[src/rtl/hack_rom_loader.sv]
// HPS ioctl download responder: buffers 16-bit words and commits them to the
// Hack instruction ROM over a req/ack port, holding the CPU in reset meanwhile.
module hack_rom_loader #(
  parameter int FIFO_DEPTH  = 2,
  parameter int HOLD_CYCLES = 16,
  parameter bit SWAP_BYTES  = 1'b1
) (
  input  logic        clk_sys,
  input  logic        reset_n,
  input  logic        ioctl_download,
  input  logic        ioctl_wr,
  input  logic [24:0] ioctl_addr,
  input  logic [15:0] ioctl_dout,
  output logic        ioctl_wait,
  output logic        rom_req,
  input  logic        rom_ack,
  output logic [14:0] rom_addr,
  output logic [15:0] rom_data,
  output logic        cpu_reset,
  output logic [15:0] loaded_words,
  output logic        overflow,
  output logic        done
);

  localparam int PW = $clog2(FIFO_DEPTH);
  localparam int CW = $clog2(FIFO_DEPTH + 1);
  localparam int HW = $clog2(HOLD_CYCLES + 1);

  typedef enum logic [1:0] {IDLE, LOAD, FLUSH, HOLD} state_t;

  typedef struct packed {
    logic [14:0] addr;
    logic [15:0] data;
  } rom_word_t;

  state_t          state, state_n;
  rom_word_t       mem [FIFO_DEPTH];
  rom_word_t       din;
  logic [PW-1:0]   wr_ptr, rd_ptr;
  logic [CW-1:0]   count;
  logic [HW-1:0]   hold_cnt;
  logic            accept_st, in_range, full, empty;
  logic            push, drop, pop, ack_fire, start_load;
  logic            unused_addr_lsb;

  assign unused_addr_lsb = ioctl_addr[0];

  assign din.addr = ioctl_addr[15:1];
  assign din.data = SWAP_BYTES ? {ioctl_dout[7:0], ioctl_dout[15:8]} : ioctl_dout;

  // Strobes only count while a download is being taken in or drained.
  assign accept_st  = (state == LOAD) || (state == FLUSH);
  assign in_range   = (ioctl_addr[24:16] == 9'd0);
  assign full       = (count == CW'(FIFO_DEPTH));
  assign empty      = (count == '0);
  assign push       = accept_st && ioctl_wr && in_range && !full;
  assign drop       = accept_st && ioctl_wr && !(in_range && !full);
  assign ack_fire   = rom_req && rom_ack;
  assign pop        = !empty && (!rom_req || rom_ack);
  assign start_load = ioctl_download && ((state == IDLE) || (state == HOLD));

  assign ioctl_wait = full;
  assign cpu_reset  = (state != IDLE);

  always_comb begin
    state_n = state;
    case (state)
      IDLE:    if (ioctl_download) state_n = LOAD;
      LOAD:    if (!ioctl_download) state_n = FLUSH;
      FLUSH:   if (empty && !rom_req) state_n = HOLD;
      HOLD: begin
        if (ioctl_download)             state_n = LOAD;
        else if (hold_cnt == HW'(1))    state_n = IDLE;
      end
      default: state_n = HOLD;
    endcase
  end

  always_ff @(posedge clk_sys or negedge reset_n) begin
    if (!reset_n) state <= HOLD;
    else          state <= state_n;
  end

  always_ff @(posedge clk_sys or negedge reset_n) begin
    if (!reset_n) begin
      hold_cnt <= HW'(HOLD_CYCLES);
      done     <= 1'b0;
    end else begin
      done <= (state == HOLD) && (state_n == IDLE);
      if (state == FLUSH && state_n == HOLD)  hold_cnt <= HW'(HOLD_CYCLES);
      else if (state == HOLD && hold_cnt != '0) hold_cnt <= hold_cnt - HW'(1);
    end
  end

  // Storage carries no reset; validity lives entirely in count/pointers.
  always_ff @(posedge clk_sys) begin
    if (push) mem[wr_ptr] <= din;
  end

  always_ff @(posedge clk_sys or negedge reset_n) begin
    if (!reset_n) begin
      wr_ptr <= '0;
      rd_ptr <= '0;
      count  <= '0;
    end else begin
      if (push) wr_ptr <= wr_ptr + PW'(1);
      if (pop)  rd_ptr <= rd_ptr + PW'(1);
      case ({push, pop})
        2'b10:   count <= count + CW'(1);
        2'b01:   count <= count - CW'(1);
        default: count <= count;
      endcase
    end
  end

  // Head is loaded the cycle the port is free or being acked, giving
  // one word per cycle when the ROM acks continuously.
  always_ff @(posedge clk_sys or negedge reset_n) begin
    if (!reset_n) begin
      rom_req  <= 1'b0;
      rom_addr <= '0;
      rom_data <= '0;
    end else if (pop) begin
      rom_req  <= 1'b1;
      rom_addr <= mem[rd_ptr].addr;
      rom_data <= mem[rd_ptr].data;
    end else if (ack_fire) begin
      rom_req  <= 1'b0;
    end
  end

  always_ff @(posedge clk_sys or negedge reset_n) begin
    if (!reset_n) begin
      loaded_words <= '0;
      overflow     <= 1'b0;
    end else begin
      if (start_load)
        loaded_words <= '0;
      else if (ack_fire && loaded_words != 16'hFFFF)
        loaded_words <= loaded_words + 16'd1;
      if (start_load) overflow <= 1'b0;
      else if (drop)  overflow <= 1'b1;
    end
  end

endmodule
[config.mk]
export PLATFORM = sky130hd
export DESIGN_NAME = hack_rom_loader
export DESIGN_NICKNAME = d
export VERILOG_FILES = /design/src/rtl/hack_rom_loader.sv
export SDC_FILE = /design/constraint.sdc
export NUM_CORES = 1
export LEC_CHECK = 0
export BUFFER_PORTS_ARGS = -buffer_cell sky130_fd_sc_hd__buf_4
export CORE_ASPECT_RATIO = 1.1
export CORE_UTILIZATION = 40
export CTS_BUF_LIST = sky130_fd_sc_hd__clkbuf_4 sky130_fd_sc_hd__clkbuf_8
export CTS_CLUSTER_SIZE = 10
export DETAILED_ROUTE_END_ITERATION = 10
export SYNTH_ARGS = -nofsm -noshare
export SYNTH_HDL_FRONTEND = slang
export SYNTH_SLANG_ARGS = --single-unit
[constraint.sdc]
create_clock -name clk_sys -period 3.4 [get_ports clk_sys]
set_input_delay 0 -clock clk_sys [delete_from_list [all_inputs] [get_ports clk_sys]]
set_output_delay 0 -clock clk_sys [all_outputs]
set_load 0.005 [all_outputs]
[Word level (Yosys, flattened, before mapping)]
Memory sizes are Yosys's and may differ from the RTL's. A register that Yosys moved wholly into a read port is not among the register bits.
Index checks and enable logic that the tools add are counted.
Cells by class
  reduce and logical (&&, ||, !) cells: 32
  equality and inequality tests: 9
  add/sub/neg operators: 6
  muxes and demuxes: 17
Operators with widths (count)
  two-way mux 16 bit: 2
  adder 16 x 1 -> 16 bit, second input constant: 1
  inequality test 16 bit, second input constant: 1
  logical AND 1 bit: 13
  nonzero test 2 bit: 6
  == test 2 bit, second input constant: 5
  two-way mux 2 bit: 5
  two-way mux 5 bit: 2
  logical NOT 9 bit: 1
  one-hot mux 2 bit (4 select lines): 1
  logical NOT 2 bit: 3
  two-way mux 1 bit: 6
  == test 5 x 1 -> 1 bit, second input constant: 1
  logical NOT 1 bit: 5
  nonzero test 5 bit: 1
  subtractor 5 x 1 -> 5 bit, second input constant: 1
  == test 2 x 1 -> 1 bit, second input constant: 2
  one-hot mux 2 bit (2 select lines): 1
  logical OR 1 bit: 3
  adder 1 bit, second input constant: 2
  adder 2 x 1 -> 2 bit, second input constant: 1
  subtractor 2 x 1 -> 2 bit, second input constant: 1
Word-level totals
  logic and storage cells: 74
  memories kept: 1
  bits in writable memories: 62
  input port bits: 46
  bits in registers: 30
  output and inout bits: 52
Memories
  mem: depth 2, width 31, read ports 1, clocked after Yosys merged registers in 1, wr ports 1, line 37  | rom_word_t mem [FIFO_DEPTH];

[Longest topological paths before layout]
  depth after elaboration: 7
  depth in mapped cells: 9
  depth with buffers taken out: 8

[Worst setup path before layout]
No wires, ideal clock.
  path type: reg-to-reg
  from: register state[0]
  to: memory mem[1][0] in the netlist's numbering (enable)
  setup time: 0.419 ns
  path slack: 0.261 ns
  data arrival time: 2.720 ns
  stages on the path, launching flop included: 7
  data required time: 2.981 ns
  cell sequence: dfstp_2 -> inv_1 -> ha_1 -> nand2_1 -> or2_2 -> clkbuf_1 -> nor2_1
Between the ends
  cells in the longest elaborated chain, start to end: 7
RTL lines
  start, declared: line 36  | state_t state, state_n;
  start signal, assigned: line 81  | else state <= state_n;
  == test 2 x 1 -> 1 bit or == test 2 bit (tied branches): line 52  | assign accept_st = (state == LOAD) || (state == FLUSH);
  logical OR 1 bit *: line 52
  logical AND 1 bit * (3 in series): line 56  | assign push = accept_st && ioctl_wr && in_range && !full;
  two-way mux 1 bit *: line 97  | if (push) mem[wr_ptr] <= din;
  two-way mux 1 bit (implied by the code) *: line 97
  end, declared: line 37
Every way passes the cells marked *; elsewhere a longest branch is shown, timed or not.

[Worst setup path after layout]
  from: register state[0]
  to: memory mem[1][9] in the netlist's numbering (enable)
Same word-level chain as after synthesis.

==> flow_summary.toml <==
[outcome]
outcome = "completed"

[cells_and_area]
num-nets-final = 583
areaGrowthSynthToFinish_pct = 33.2
drive_above_1_share_pct = 26.9
num_antenna_cells = 0
nFillCells = 1011

[critical_path]
path_depth = 6
arrival_ns = 2.38
slowest_stage = "dfstp_2"
setup.worst_path.class = "reg -> reg"
worst_r2r_endpoint = "mem[1][9]"
path_cells = "inv_1, ha_1, nand2_1, or2_2, nor2_4, buf_4"
crit_fanout = 31
start_kind = "flop"
reg2reg_from = "state[0]"
reg2reg_depth = 6
r2r_slack_ns = 1.09
cp_top_family = "flip-flops"
critPathMaxStageDelay_ns = 0.57
cp-end-kind = "flop"
crit_required_ns = 3.47
crit_path_end = "mem[1][9]"
crit_buf_inv = 2
crit_start = "state[0]"

[clock_network]
htreeDepth = 4
clk_pin_slew_ns = 0.07
cts_setup_buffers = 0
worstSkewPairLatency_ns = 0.43
cts_buffers = 17
cts_sinks = 123
cts_max_path_buffers = 2
root_buffer = "clkbuf_8"
cts_tree = "built"

[pwr]
internal_power_uw = 3400
p_total_uw = 4840
power.density_nw_per_um2 = 717
total_leakage_power_uw = 0.00277
clkPwrFrac_pct = 27.8
swShare_pct = 29.8
p_comb_share_pct = 27.5
seqPwrFrac_pct = 44.8
switching_power_uw = 1450
vdd_drop_max_uv = 328

[sta]
hold_viol_final = 0
max_freq_ghz = 0.434
finalMaxSlewViolations = 0
finalSetupViolCount = 0
tightest_slew_ns = 0.991
tns_ns = 0
max_slew_margin_pct = 33.9
clock_skew_ns = 0.00617
period_share_pct = 67.8
min_period_ns = 2.31
rsz0062_at_grt = "no"

[route]
wl_per_cell_um = 15.0
first_pass_iters = 5
dr.first_iter.drc_count = 250
ant_nets = 0
routed_wl_um = 10400
viasPerCell = 5.13
drc_errors = 0
vias = 3553

[grt]
grt_pass1_vias = 3490
grt_overflow_total = 0
antenna_found_initial = 0
grt_usage_pct = 17.4
grt_max_degree = 62
grt_pass1_wl_um = 17000

[floorplanning]
core-area_um2 = 12200
die_h_um = 120
rows = 42
initial_core_util_pct = 41.6
die_x_um = 109
die_area_um2 = 13100
num_io_pins = 98

[logic_synthesis]
synth-seq-cells = 123
yosys_warnings = 0
yosysSeqAreaShare_pct = 66.9
netlist_instances = 386
syn_avg_cell_area_um2 = 13.1
synthesis.area_um2 = 5070
synthFlopType = "edfxtp_1"
ys_async_sr_fraction_pct = 49.6
synth_nets = 442
synth_edf_count = 62
ys_types = 57

[placed_design]
io_buffers = 96
gp_congestion = 0.774
dp_hpwl_um = 6310

[flow_run]
cap_viol_max_count = 0

[min_path]
hold_path.class = "in -> reg"
[Yosys cell counts, types with 5 or more instances]
cell       n  area share [%]
or3_1      5            0.62
edfxtp_1  62              37
nand2_1   13            0.96
ha_1      10             2.5
o31ai_1    7             1.0
nand3_1    5            0.49
dfrtp_1   58              29
clkbuf_1   8            0.59
o21ai_0    8            0.79
nor2_1    42             3.1
mux2i_1   32             6.3
or4_1      5            0.74
a21oi_1   45             4.4
xnor2_1    5            0.86
nor3_1     8            0.79
inv_1     13            0.96
[what timing repair did]
item / CTS / global route
hold endpoints to repair: 126 / 0
hold buffers: 36 / 0
resized for setup: 0 / 0
[power groups by stage]
stage / clock (uW) / combinational, uW / sequential [uW]
CTS: 1380 / 1350 / 2170
global route: 1440 / 1500 / 2220
global placement: 0 / 1270 / 2200
detailed placement: 0 / 1300 / 2200
floorplan: 0 / 810 / 2060
finish: 1340 / 1330 / 2170
[final cells by class]
type,count,area (um2),area share [%]
inverters,13,48.8,0.722
multi-input cells,236,1580,23.5
repair buffers,136,1110,16.5
clock inverters,8,114,1.69
clock buffers,23,310,4.59
flip-flops and latches,123,3390,50.2
well taps,154,193,2.85
[cells by family (layout without fill, tap and decap cells)]
logic type,count (synthesis),after routing,synth area share (%)
flip-flops,123,123,66.9
multiplexers,32,32,6.32
buffers and inverters,27,180,2.30
adder cells (fa/ha/maj),10,10,2.47
AND/OR/NAND/NOR,110,110,11.9
AO/OA/AOI/OAI,77,77,8.88
XOR/XNOR,7,7,1.21
[state kept, by name (all words and copies together) (netlist names)]
name          cells
count             2
done              1
loaded_words     16
state             2
mem              62
rom_data         16
hold_cnt          5
wr_ptr            1
overflow          1
rd_ptr            1
rom_addr         15
rom_req           1
[worst min path at each step]
stage                               from       end  slack [ns]  cells after the start
after floorplan                  reset_n  count[0]       -0.30                      0
after global placement           reset_n   rom_req        0.17                      1
after detailed placement         reset_n   rom_req        0.17                      1
after CTS                 ioctl_addr[24]    wr_ptr        0.08                      5
after global routing      ioctl_addr[22]    wr_ptr        0.15                      5
final                     ioctl_addr[24]    wr_ptr        0.11                      5
[placed cells by master, fill, tap and decap left out, types with 7 or more instances in the layout]
cell and n:
ha_1 10, o21ai_0 8, a21oi_1 45, nor3_1 8, buf_4 100, inv_1 13
nor2_1 40, dfrtp_1 57, nand2_1 13, mux2i_1 32, edfxtp_1 62, clkbuf_8 22
dlygate4sd3_1 36, o31ai_1 7
[per-layer routing]
layer / GRT usage (%) / vias up / routed length (um) / share of wire (%)
met1: 20.3 / 1725 / 4440 / 43
met5: 0 / - / 0 / 0
li1: - / 1708 / - / -
met2: 28.5 / 106 / 5180 / 50
met3: 6.46 / 14 / 610 / 5.9
met4: 7.50 / 0 / 154 / 1.5
[through the flow]
stage / utilization (%) / cell area, um2 / hold slack, ns / instances / setup WS, ns
after floorplan: - / 5070 / -0.296 / 386 / 0.261
final: 55.4 / 6750 / 0.106 / 693 / 1.09
after detailed placement: 49.0 / 5970 / 0.173 / 626 / 1.08
after CTS: 55.4 / 6750 / 0.0826 / 693 / 1.07
after global placement: 49.0 / 5970 / 0.174 / 626 / 1.13
after global routing: 55.4 / 6750 / 0.145 / 693 / 0.951
[worst reg2reg max path: stages (launching register included)]
cell     delay [ns]
dfstp_2        0.57
inv_1          0.10
ha_1           0.33
nand2_1        0.05
or2_2          0.37
nor2_4         0.10
buf_4          0.40
No activity file was read; power rests on OpenSTA's default activity.
